==> config.mk <==
export PLATFORM = sky130hd
export DESIGN_NAME = nibble_serial_sub
export DESIGN_NICKNAME = d
export VERILOG_FILES = /design/src/rtl/nibble_serial_sub.sv
export SDC_FILE = /design/constraint.sdc
export NUM_CORES = 1
export LEC_CHECK = 0
export BUFFER_PORTS_ARGS = -buffer_cell sky130_fd_sc_hd__buf_2
export CAP_MARGIN = 25
export CORE_ASPECT_RATIO = 1.25
export CORE_MARGIN = 4
export CORE_UTILIZATION = 50
export CTS_BUF_LIST = sky130_fd_sc_hd__clkbuf_8
export CTS_CLUSTER_SIZE = 14
export DETAILED_ROUTE_END_ITERATION = 16
export PLACE_DENSITY = 0.68
export SLEW_MARGIN = 20
export SYNTH_ARGS = -nofsm -noshare
export SYNTH_HDL_FRONTEND = slang
export SYNTH_SLANG_ARGS = --single-unit
==> constraint.sdc <==
create_clock -name clk -period 4.9 [get_ports clk]
set_input_delay 0 -clock clk [delete_from_list [all_inputs] [get_ports clk]]
set_output_delay 0 -clock clk [all_outputs]
set_load 0.05 [all_outputs]
==> src/rtl/nibble_serial_sub.sv <==
// Nibble-serial two's-complement subtractor: A - B, one 4-bit slice per clock, LSB first.
// Optional macro NSUB_SAT_EN saturates diff on signed overflow.
module nibble_serial_sub #(
  parameter int WIDTH = 16
) (
  input  logic             clk,
  input  logic             rst,
  input  logic             start,
  input  logic [WIDTH-1:0] a,
  input  logic [WIDTH-1:0] b,
  output logic             busy,
  output logic             done,
  output logic [WIDTH-1:0] diff,
  output logic             borrow,
  output logic             ovf,
  output logic             zero,
  output logic             neg
);
  localparam int NIBBLES = WIDTH / 4;
  localparam int CW      = (NIBBLES > 2) ? $clog2(NIBBLES) : 1;
  localparam logic [CW-1:0] LAST = CW'(NIBBLES - 1);

  typedef enum logic [1:0] {IDLE, RUN, DONE} state_t;

  state_t           r_state, w_state_nxt;
  logic [CW-1:0]    r_cnt;
  logic [WIDTH-1:0] r_a, r_b, r_acc;
  logic             r_carry;
  logic [WIDTH-1:0] r_diff;
  logic             r_borrow, r_ovf, r_zero, r_neg;

  logic [CW+1:0]    w_bit;
  logic [3:0]       w_ak, w_bk;
  logic [4:0]       w_sum;
  logic [WIDTH-1:0] w_raw, w_diff;
  logic             w_ovf, w_last;

  initial begin : width_chk
  end

  always_ff @(posedge clk) begin
    if (rst) r_state <= IDLE;
    else     r_state <= w_state_nxt;
  end

  always_comb begin
    w_state_nxt = r_state;
    case (r_state)
      IDLE:    if (start) w_state_nxt = RUN;
      RUN:     if (w_last) w_state_nxt = DONE;
      DONE:    w_state_nxt = IDLE;
      default: w_state_nxt = IDLE;
    endcase
  end

  assign busy   = (r_state != IDLE);
  assign done   = (r_state == DONE);
  assign w_last = (r_cnt == LAST);

  // Slice adder: a_k + ~b_k + carry; carry seeded with 1 gives two's-complement subtract.
  assign w_bit = {r_cnt, 2'b00};
  assign w_ak  = r_a[w_bit +: 4];
  assign w_bk  = r_b[w_bit +: 4];
  assign w_sum = {1'b0, w_ak} + {1'b0, ~w_bk} + {4'b0000, r_carry};

  always_comb begin
    w_raw = r_acc;
    w_raw[w_bit +: 4] = w_sum[3:0];
  end

  assign w_ovf = (r_a[WIDTH-1] != r_b[WIDTH-1]) & (w_raw[WIDTH-1] != r_a[WIDTH-1]);

`ifdef NSUB_SAT_EN
  always_comb begin
    w_diff = w_raw;
    if (w_ovf)
      w_diff = r_a[WIDTH-1] ? {1'b1, {(WIDTH-1){1'b0}}} : {1'b0, {(WIDTH-1){1'b1}}};
  end
`else
  assign w_diff = w_raw;
`endif

  always_ff @(posedge clk) begin
    if (rst) begin
      r_cnt    <= '0;
      r_a      <= '0;
      r_b      <= '0;
      r_acc    <= '0;
      r_carry  <= 1'b0;
      r_diff   <= '0;
      r_borrow <= 1'b0;
      r_ovf    <= 1'b0;
      r_zero   <= 1'b0;
      r_neg    <= 1'b0;
    end else begin
      case (r_state)
        IDLE: if (start) begin
          r_a     <= a;
          r_b     <= b;
          r_acc   <= '0;
          r_carry <= 1'b1;
          r_cnt   <= '0;
        end
        RUN: begin
          r_acc   <= w_raw;
          r_carry <= w_sum[4];
          r_cnt   <= r_cnt + 1'b1;
          if (w_last) begin
            r_diff   <= w_diff;
            r_borrow <= ~w_sum[4];
            r_ovf    <= w_ovf;
            r_zero   <= (w_diff == '0);
            r_neg    <= w_diff[WIDTH-1];
          end
        end
        default: ;
      endcase
    end
  end

  assign diff   = r_diff;
  assign borrow = r_borrow;
  assign ovf    = r_ovf;
  assign zero   = r_zero;
  assign neg    = r_neg;
endmodule

==> out/qor.yml <==
status:
  status: "finished, final reports clean"
global_routing:
  grt_max_degree: 52
  grt-ovfl-total: 0
  antenna_found_initial: 0
  grt_pass1_vias: 2893
  grt_pass1_wl_mm: 13.2
  track_usage_pct: 21.0
yosys:
  ys_warn_count: 0
  synth_nets: 450
  yosysSeqAreaShare_pct: 43.5
  synth_edf_count: 0
  synth-async-reset-ratio_pct: 0
  netlist_instances: 404
  synth_seq_cells: 72
  syn_area_mm2: 0.00332
  syn_area_per_cell_um2: 8.21
  synthFlopType: "dfxtp_1"
  yosysUniqueCellTypes: 42
pwr:
  p_leak_nw: 1.65
  power_density_mw_per_mm2: 303
  ir_worst_vdd_uv: 234
finish:
  fillers: 586
  fin_util_pct: 64.8
  multi_input_area_mm2: 0.00170
  mostFrequentLayoutCell: "nand2_1"
  seq_area_mm2: 0.00144
  fin_area_mm2: 0.00410
  final_cell_mix: "nand2_1 (76), dfxtp_1 (72), buf_2 (56), nor2_1 (48), a21oi_1 (47)"
  diodes: 0
  syn_to_final_growth_pct: 23.6
  final_layout_size_suffix_gt1_share_pct: 19.2
  fin_nets: 521
timing:
  skew_ns: 0.00719
  worstMarginPinSlew_ns: 0.922
  finalCritPeriodShare_pct: 67.4
  tns_ns: 0
  report.final.slew_viol_count: 0
  hold_viol: 0
  fmax_mhz: 303
  finalSetupViolCount: 0
  rsz0062_at_grt: "no"
  setup_ws_ns: 1.60
  relSlewSlack_pct: 38.4
  period_minus_slack_ns: 3.30
setup_path:
  path_cells: "mux4_2 > inv_1 > fa_1 > inv_1 > fa_1 > xor2_1 > nand3_1 > o21ai_0 > nor4_1 > a31o_2"
  cpPeakStageDelay_ns: 0.84
  worstPathArrival_ns: 3.55
  cp.buffers_inverters: 2
  crit_type: "register to register"
  cp-start-kind: "register"
  critPathCaptureType: "register"
  required_ns: 5.14
  cp_top_family: "flip-flops"
  crit_fanout: 18
  crit_slowest_cell: "dfxtp_1"
clock_network:
  cts_tree: "done"
  cts.clk_slew.worst_paths_ns: 0.07
  cts_root_buf: "clkbuf_8"
  htreeDepth: 3
  cts_buffer_depth: 2
  cts_sinks: 72
  post_cts_buffers: 0
  cts_made_buffers: 9
  worst_skew_pair.late_latency_ns: 0.35
floorplan:
  start_util_pct: 52.4
  rows: 32
  die_h_um: 99.1
  coreArea_mm2: 0.00633
  die_area_mm2: 0.00801
  die_x_um: 80.9
  ios: 57
placed_design:
  port_buffers: 56
  dp_slack_ns: 1.59
  place.gp.congestion: 0.831
  place_area_mm2: 0.00359
  hpwl_mm: 5.11
drt:
  vias: 2997
  firstDrtPassIters: 4
  drt_wl_total_mm: 7.85
  viasPerCell: 5.30
  drt-wirelength-per-cell_um: 13.9
  drt_iter0_drc: 173
  drc: 0
  antenna_left: 0
hold_path:
  min_path_type: "primary input to register"
job:
  maxCapViolCount: 0
==> state kept, by name, indices dropped and copies added (netlist names) <==
name / flops
borrow: 1
diff: 16
ovf: 1
r_a: 16
r_acc: 16
r_b: 16
r_carry: 1
r_cnt: 2
r_state: 2
zero: 1
==> Yosys cell counts (2+ instances only) <==
library cell / instances / area share [%]
nor2b_1: 13 / 2.5
inv_1: 14 / 1.6
buf_1: 2 / 0.23
buf_2: 3 / 0.45
and2_1: 2 / 0.38
nor3_1: 6 / 0.91
nand4_1: 3 / 0.57
nor4_1: 2 / 0.38
a31oi_1: 17 / 3.2
nand3_1: 10 / 1.5
a211oi_1: 13 / 2.9
dfxtp_1: 72 / 43
nand2b_1: 4 / 0.75
nor2_1: 48 / 5.4
mux4_2: 8 / 5.4
fa_1: 2 / 1.2
nand3b_1: 2 / 0.45
a21oi_1: 47 / 7.1
nand2_1: 76 / 8.6
clkbuf_1: 25 / 2.8
o21ai_0: 5 / 0.75
ha_1: 9 / 3.4
nor3b_1: 2 / 0.45
==> cell families (layout without fill, tap and decap cells) <==
group | Yosys count | in the layout | synth area share [%]
adders and majority gates | 11 | 11 | 4.60
AOI/OAI and AO/OA | 91 | 91 | 16.6
buffers and inverters | 45 | 121 | 5.32
DFF | 72 | 72 | 43.5
muxes | 10 | 10 | 6.07
and+or+nand+nor | 174 | 174 | 23.7
xor gates and xnor gates | 1 | 1 | 0.264
==> per-stage QoR <==
step / std cells / hold slack, ns / power [mW]
floorplan: 404 / 0.136 / 0.777
global route: 565 / 0.221 / 1.30
finish: 565 / 0.194 / 1.24
global placement: 516 / 0.242 / 0.826
detailed placement: 516 / 0.247 / 0.829
CTS: 564 / 0.191 / 1.25
==> repair_timing <==
| action | in CTS | in global routing |
|---|---|---|
| hold buffers | 32 | 0 |
| endpoints found under the hold margin | 32 | 0 |
| resized for setup | 0 | 0 |
==> area by class of cell <==
class | instances | share of cell area, %
Clock buffer | 10 | 3.36
Clock inverter | 6 | 0.672
Inverter | 14 | 1.28
Multi-Input combinational cell | 287 | 41.5
Sequential cell | 72 | 35.2
Tap cell | 85 | 2.59
Timing Repair Buffer | 91 | 15.4
==> layer usage <==
layer | up-vias | wire [µm] | global-route usage, %
met1 | 1387 | 3480 | 26.3
li1 | 1526 | - | -
met3 | 13 | 345 | 4.20
met4 | 0 | 169 | 8.06
met5 | - | 0 | 0
met2 | 71 | 3850 | 34.9
==> path summary, 6_finish.rpt <==
kind	startpoint	end	slack, ns	cells after the start
setup / recovery	r_cnt[0]$_SDFFE_PP0P_	zero$_SDFFE_PP0P_	1.60	10
hold / removal	rst	r_acc[3]$_SDFFE_PP0P_	0.19	2
setup reg to reg	r_cnt[0]$_SDFFE_PP0P_	zero$_SDFFE_PP0P_	1.60	10
hold reg to reg	r_b[2]$_SDFFE_PP0P_	r_b[2]$_SDFFE_PP0P_	0.46	2
==> power breakdown <==
| group | internal (mW) | switching, mW |
|---|---|---|
| combinational | 0.0927 | 0.122 |
| clock | 0.190 | 0.211 |
| sequential | 0.607 | 0.0173 |
(Power assumes the default switching activity.)
